### src/rtl/alu_issue_ctrl.sv
// alu_issue_ctrl: multi-cycle issue controller in front of a combinational ALU.
// Accepts 16-bit instruction words, reads operands from a 4-entry register
// file, drives the ALU for one EXEC cycle, writes the ALU result back and
// returns it over a valid/ready result channel.
// Optional feature: define ALU_FLAGS_EN to build the zero/negative flag
// registers; without it flag_z/flag_n are tied to 0.
module alu_issue_ctrl #(
    parameter int WIDTH = 16
) (
    input  logic             clk,
    input  logic             rst,
    input  logic             instr_valid,
    output logic             instr_ready,
    input  logic [15:0]      instr,
    output logic [WIDTH-1:0] alu_a,
    output logic [WIDTH-1:0] alu_b,
    output logic [1:0]       alu_op,
    input  logic [WIDTH-1:0] alu_result,
    output logic             res_valid,
    input  logic             res_ready,
    output logic [WIDTH-1:0] res_data,
    output logic [1:0]       res_rd,
    output logic             flag_z,
    output logic             flag_n
);

    typedef enum logic [1:0] {
        S_IDLE = 2'd0,
        S_EXEC = 2'd1,
        S_WB   = 2'd2,
        S_RESP = 2'd3
    } state_t;

    state_t           state_q, state_d;
    logic [1:0]       rd_q, rd_d;
    logic [WIDTH-1:0] result_q, result_d;
    logic [WIDTH-1:0] rf_q [4];

    logic             instr_ready_q, instr_ready_d;
    logic             res_valid_q, res_valid_d;
    logic [WIDTH-1:0] res_data_q, res_data_d;
    logic [1:0]       res_rd_q, res_rd_d;
    logic [WIDTH-1:0] alu_a_q, alu_a_d;
    logic [WIDTH-1:0] alu_b_q, alu_b_d;
    logic [1:0]       alu_op_q, alu_op_d;

    logic             accept_s;
    logic             res_hs_s;
    logic [WIDTH-1:0] imm_ext_s;

    assign accept_s  = (state_q == S_IDLE) & instr_valid & instr_ready_q;
    assign res_hs_s  = res_valid_q & res_ready;
    assign imm_ext_s = {{(WIDTH-7){1'b0}}, instr[6:0]};

    // State register.
    always_ff @(posedge clk or posedge rst) begin
        if (rst) begin
            state_q <= S_IDLE;
        end else begin
            state_q <= state_d;
        end
    end

    // Next-state logic: IDLE -> EXEC -> WB -> RESP -> IDLE.
    always_comb begin
        state_d = state_q;
        case (state_q)
            S_IDLE: begin
                if (accept_s) begin
                    state_d = S_EXEC;
                end else begin
                    state_d = S_IDLE;
                end
            end
            S_EXEC: state_d = S_WB;
            S_WB:   state_d = S_RESP;
            S_RESP: begin
                if (res_hs_s) begin
                    state_d = S_IDLE;
                end else begin
                    state_d = S_RESP;
                end
            end
            default: state_d = S_IDLE;
        endcase
    end

    // Output/datapath next values. ALU operands are loaded at the accept edge
    // so they are presented from a register during the single EXEC cycle;
    // the register file cannot change between accept and EXEC, so this is
    // the same as reading it in EXEC.
    always_comb begin
        alu_a_d       = {WIDTH{1'b0}};
        alu_b_d       = {WIDTH{1'b0}};
        alu_op_d      = 2'd0;
        rd_d          = rd_q;
        result_d      = result_q;
        res_data_d    = res_data_q;
        res_rd_d      = res_rd_q;
        instr_ready_d = (state_d == S_IDLE);
        res_valid_d   = (state_d == S_RESP);

        if (accept_s) begin
            alu_a_d  = rf_q[instr[10:9]];
            alu_b_d  = instr[13] ? imm_ext_s : rf_q[instr[8:7]];
            alu_op_d = instr[15:14];
            rd_d     = instr[12:11];
        end else begin
            alu_a_d  = {WIDTH{1'b0}};
            alu_b_d  = {WIDTH{1'b0}};
            alu_op_d = 2'd0;
            rd_d     = rd_q;
        end

        if (state_q == S_EXEC) begin
            result_d = alu_result;
        end else begin
            result_d = result_q;
        end

        if (state_q == S_WB) begin
            res_data_d = result_q;
            res_rd_d   = rd_q;
        end else begin
            res_data_d = res_data_q;
            res_rd_d   = res_rd_q;
        end
    end

    // Output and datapath registers.
    always_ff @(posedge clk or posedge rst) begin
        if (rst) begin
            instr_ready_q <= 1'b1;
            res_valid_q   <= 1'b0;
            res_data_q    <= {WIDTH{1'b0}};
            res_rd_q      <= 2'd0;
            alu_a_q       <= {WIDTH{1'b0}};
            alu_b_q       <= {WIDTH{1'b0}};
            alu_op_q      <= 2'd0;
            rd_q          <= 2'd0;
            result_q      <= {WIDTH{1'b0}};
        end else begin
            instr_ready_q <= instr_ready_d;
            res_valid_q   <= res_valid_d;
            res_data_q    <= res_data_d;
            res_rd_q      <= res_rd_d;
            alu_a_q       <= alu_a_d;
            alu_b_q       <= alu_b_d;
            alu_op_q      <= alu_op_d;
            rd_q          <= rd_d;
            result_q      <= result_d;
        end
    end

    // Register file: cleared on reset, written with the captured result in WB.
    always_ff @(posedge clk or posedge rst) begin
        if (rst) begin
            for (int i = 0; i < 4; i++) begin
                rf_q[i] <= {WIDTH{1'b0}};
            end
        end else if (state_q == S_WB) begin
            rf_q[rd_q] <= result_q;
        end
    end

`ifdef ALU_FLAGS_EN
    logic flag_z_q;
    logic flag_n_q;

    // Zero/negative flags of the most recent writeback.
    always_ff @(posedge clk or posedge rst) begin
        if (rst) begin
            flag_z_q <= 1'b0;
            flag_n_q <= 1'b0;
        end else if (state_q == S_WB) begin
            flag_z_q <= (result_q == {WIDTH{1'b0}});
            flag_n_q <= result_q[WIDTH-1];
        end
    end

    assign flag_z = flag_z_q;
    assign flag_n = flag_n_q;
`else
    assign flag_z = 1'b0;
    assign flag_n = 1'b0;
`endif

    assign instr_ready = instr_ready_q;
    assign res_valid   = res_valid_q;
    assign res_data    = res_data_q;
    assign res_rd      = res_rd_q;
    assign alu_a       = alu_a_q;
    assign alu_b       = alu_b_q;
    assign alu_op      = alu_op_q;

endmodule

### config.mk
export PLATFORM = sky130hd
export DESIGN_NAME = alu_issue_ctrl
export DESIGN_NICKNAME = d
export VERILOG_FILES = /design/src/rtl/alu_issue_ctrl.sv
export SDC_FILE = /design/constraint.sdc
export NUM_CORES = 1
export LEC_CHECK = 0
export BUFFER_PORTS_ARGS = -buffer_cell sky130_fd_sc_hd__clkbuf_2
export CAP_MARGIN = 20
export CORE_MARGIN = 8
export CORE_UTILIZATION = 45
export DETAILED_ROUTE_END_ITERATION = 7
export GPL_TIMING_DRIVEN = 1
export PLACE_DENSITY = 0.66
export RECOVER_POWER = 50
export SLEW_MARGIN = 40
export SYNTH_ARGS = -nofsm -noshare
export SYNTH_HDL_FRONTEND = slang
export SYNTH_SLANG_ARGS = --single-unit
### constraint.sdc
create_clock -name clk -period 5.6 [get_ports clk]
set_input_delay 0 -clock clk [delete_from_list [all_inputs] [get_ports clk]]
set_output_delay 0 -clock clk [all_outputs]
set_load 0.005 [all_outputs]
==> results.txt <==
- The commonest cells after synthesis are sky130_fd_sc_hd__dfrtp_1, sky130_fd_sc_hd__mux2_2, sky130_fd_sc_hd__mux4_2, sky130_fd_sc_hd__nor2b_1, sky130_fd_sc_hd__nor2_1.
- The via count of the first global-routing pass came to 3769.
- The mapped netlist covers 5880 um^2.
- Summing all flip-flop and latch instances after layout gives 3450 um^2.
- Dividing the final minimum period by the clock period gives 0.461.
* MaxCap Viol Count: 1
- TritonCTS created 17 clock buffers.
- Setup Viol. Count Final: 0
- Clock tree from TritonCTS: yes
- Of the total synthesized cell area, the portion taken by XOR and XNOR cells is 0.
- The initialized floorplan defines roughly 40 standard-cell rows.
- Hold repair after CTS inserted 32 buffers.
* Min Tclk post-route: about 2.6 ns
- For the worst setup path, the data required time is approximately 5.9 ns.
- Post-cts repair resize count: 0
* Fraction of layout cells with a size suffix above 1: 0.444
* Number of buffers inserted to repair setup after CTS: 0
* Die W: 130 um
* Transition time of the tightest slew-check pin: 2.89 ns
- After layout, the worst setup slack is 3.02 ns.
- For this configuration, the core starts out at a cell density of 0.464.
- In this run the most used layer during global routing was met2.
* Pre-Repair DR Iteration Count: 4
* Global Route met1 Usage: 0.200
* Primary FF master, synth: sky130_fd_sc_hd__dfrtp_1
- Final hold analysis gives a worst-case slack of between 0.08 and 0.09 ns.
* Setup repair after global routing missed its margin: false
* Area of combinational cells with multiple inputs: 2260 um^2
* Largest driver fanout on the critical path: 20
- Filler Cell Count: 1054
* Hold path start: instr[13]
* Post-synth top area cell: sky130_fd_sc_hd__dfrtp_1
- The analysis attributes to cell leakage a power of 3.18 nW.
- Dpl cell area: 6410 um^2
* FF-to-FF End: rf_q[54]
- Maximum number of pins on one net before global-route repair: 71
* HPWL after DPL: 7900 um
- Ant. Diodes: 0
- Number of enable-type register cells in the synthesized netlist: 0
* Aggregate global-route resource usage: 0.161
- Path type of the worst setup path: reg -> reg
- Finished Cell Area: roughly 7300 um^2
- In the routed layout, each cell is associated on average with a via count of slightly above 5.
- Number of H-tree levels: 4
- Area of the die: between 15000 and 20000 um^2
* Final Total Pwr: 0.00390 W
* Share of the synthesized area in compound gates (AO/OA/AOI/OAI): 0
* Yosys Warn Count: 0
- At the placement stage, the worst setup path has a slack of between 3 and 4 ns.
- For the final routed database, the setup TNS stands at 0 ns.
* Number of primary I/O pins: slightly above 90
* Number of hold violations in the final report: 0
- For this run, the register share of the synthesized area comes to 0.588.
* Wire length of the first global-routing pass: 20100 um
- In the synthesized netlist the async set-or-reset flop fraction comes to 1.00.
* Die extent in y: approximately 130 um
* Number of synthesized register bits: approximately 140
- In this run the worst hold path is classified as in -> reg.
- Clock skew: 0.00731 ns
- The worst hold path terminates at alu_b[3].
- Area delta synth->final: 23.7%
- Hold Path Stages: 3
* Met3 demand-to-capacity share in global routing: 0.0473
* GR Layer Usage met2: 0.258
- After clock tree synthesis, the clock-pin slew on the worst setup and hold paths is 0.06 ns.
* Most used standard cell by instance count after synthesis: sky130_fd_sc_hd__dfrtp_1
- Most area-consuming cells after synthesis: sky130_fd_sc_hd__dfrtp_1, sky130_fd_sc_hd__mux2_2, sky130_fd_sc_hd__mux4_2, sky130_fd_sc_hd__nor2b_1, sky130_fd_sc_hd__mux2i_1
- Clock latency at the later pin of the worst-skew pair: 0.42 ns
- For this design the ratio of total power to cell area is about 540 nW/um^2.
- By area, the combinational part of the netlist is dominated by multiplexers.
- Count of final max-slew check failures: 70
- For this run, design rule violations remaining after detail routing come to 0.
- The initial antenna violation count was 0.
- At the end of the flow, the number of nets in the layout was 511.
* Routed wirelength normalized by instance count: 18.7 um
- Critical path startpoint category: flip-flop
- In this run the tightest slew margin relative to its limit is -0.941.
* Reg2reg setup slack: between 3 and 4 ns
- Violated checks: max-capacitance violations, max-slew violations
- Portion of netlist area occupied by mux cells: 0.326
- Derived from the worst setup path, the maximum achievable clock frequency is 0.388 GHz.
- Post-Synthesis Mean Instance Area: between 15 and 20 um^2
* Final GP Congestion: 0.730
- Number of instances in the synthesized netlist: 355
- Of the total synthesized cell area, the portion taken by full adders, half adders and majority gates is 0.
- The number of cells on the worst reg-to-reg path is 4.
- Port Buf Inserts: 89
* Gr ovfl total: 0
* Antenna Violating Nets Remaining: 0
- CTS saw 138 sinks.
- Clock tree synthesis selected as its root buffer the cell sky130_fd_sc_hd__clkbuf_16.
* Nature of the critical path endpoint: flip-flop
- Drt total wl: 12300 um
- Max Buffers Root-to-Sink: 2
- For this block, the initial DRC count from the detailed router was 192.
- Fraction of the mapped netlist area in simple logic gates: 0.0577
- Cell variety after synth: 29
- Of the post-synthesis cell area, the dominant cell type holds 0.583.
- Area of the core: 12700 um^2
- Critical path data arrival time: 2.88 ns
- The run finished, with violations left.
- The worst-case IR drop observed on VDD is 0.250 mV.
* Vias post-DR: 3332
* Reg-to-Reg Start: state_q[1]
per-layer routing:
| layer | part of all wire | vias up |
|---|---|---|
| met5 | 0 | - |
| met4 | 0.017 | 0 |
| met3 | 0.058 | 22 |
| met2 | 0.49 | 78 |
| met1 | 0.43 | 1716 |
| li1 | - | 1516 |
worst max path at each step:
stage	start	end	cells past startpoint
2_1_floorplan	rst	alu_a[0]	1
3_3_place_gp	state_q[1]	rf_q[38]	3
3_5_place_dp	state_q[1]	rf_q[42]	3
4_1_cts	state_q[1]	rf_q[42]	3
5_1_grt	rst	rf_q[51]	4
6_report	state_q[1]	rf_q[54]	4
critical path, cell delays in order (launching register included):
cell                       delay (ns)
sky130_fd_sc_hd__dfrtp_1         0.52
sky130_fd_sc_hd__nand2b_1        0.68
sky130_fd_sc_hd__nor3_4          0.69
sky130_fd_sc_hd__buf_6           0.23
sky130_fd_sc_hd__mux2_2          0.34
layout make-up:
cell class / instances / share of cell area
sequential: 138 / 0.475
multi-input combinational: 192 / 0.311
timing repair buffer: 125 / 0.103
clock buffer: 21 / 0.0633
tap: 172 / 0.0296
clock inverter: 9 / 0.0169
inverter: 1 / 0.000688
report_power, final:
| group | total [W] | internal, W | switching (W) |
|---|---|---|---|
| Combinational | 0.00105 | 0.000704 | 0.000349 |
| Sequential | 0.00174 | 0.00139 | 0.000345 |
| Clock | 0.00111 | 0.000714 | 0.000397 |
flip-flops by register name, indices dropped and copies added, names as in the netlist:
name         cells
rf_q            64
alu_a           16
alu_b           16
res_data        16
result_q        16
alu_op           2
rd_q             2
res_rd           2
state_q          2
instr_ready      1
res_valid        1
layout by cell type (no fill, tap or decap), types with 3 or more instances in the layout:
master,instances
sky130_fd_sc_hd__mux4_2,32
sky130_fd_sc_hd__clkinv_2,5
sky130_fd_sc_hd__clkbuf_1,44
sky130_fd_sc_hd__dfrtp_1,137
sky130_fd_sc_hd__bufinv_16,3
sky130_fd_sc_hd__mux2_2,99
sky130_fd_sc_hd__nor2_1,8
sky130_fd_sc_hd__clkbuf_2,47
sky130_fd_sc_hd__clkbuf_16,17
sky130_fd_sc_hd__buf_6,3
sky130_fd_sc_hd__dlygate4sd3_1,32
sky130_fd_sc_hd__nand2_1,3
sky130_fd_sc_hd__mux2i_1,7
sky130_fd_sc_hd__nor2b_1,25
cells by family (layout without fill, tap and decap cells):
| logic type | Yosys count | in the layout |
|---|---|---|
| buffers and inverters | 26 | 156 |
| DFF | 138 | 138 |
| muxes | 139 | 139 |
| other | 1 | 2 |
| and+or+nand+nor | 51 | 51 |
per-stage QoR:
stage,instances,utilization
detailed placement,594,0.506
floorplan,356,-
CTS,656,0.577
global route,658,0.574
finish,658,0.574
global placement,594,0.505
(Power assumes the default switching activity.)
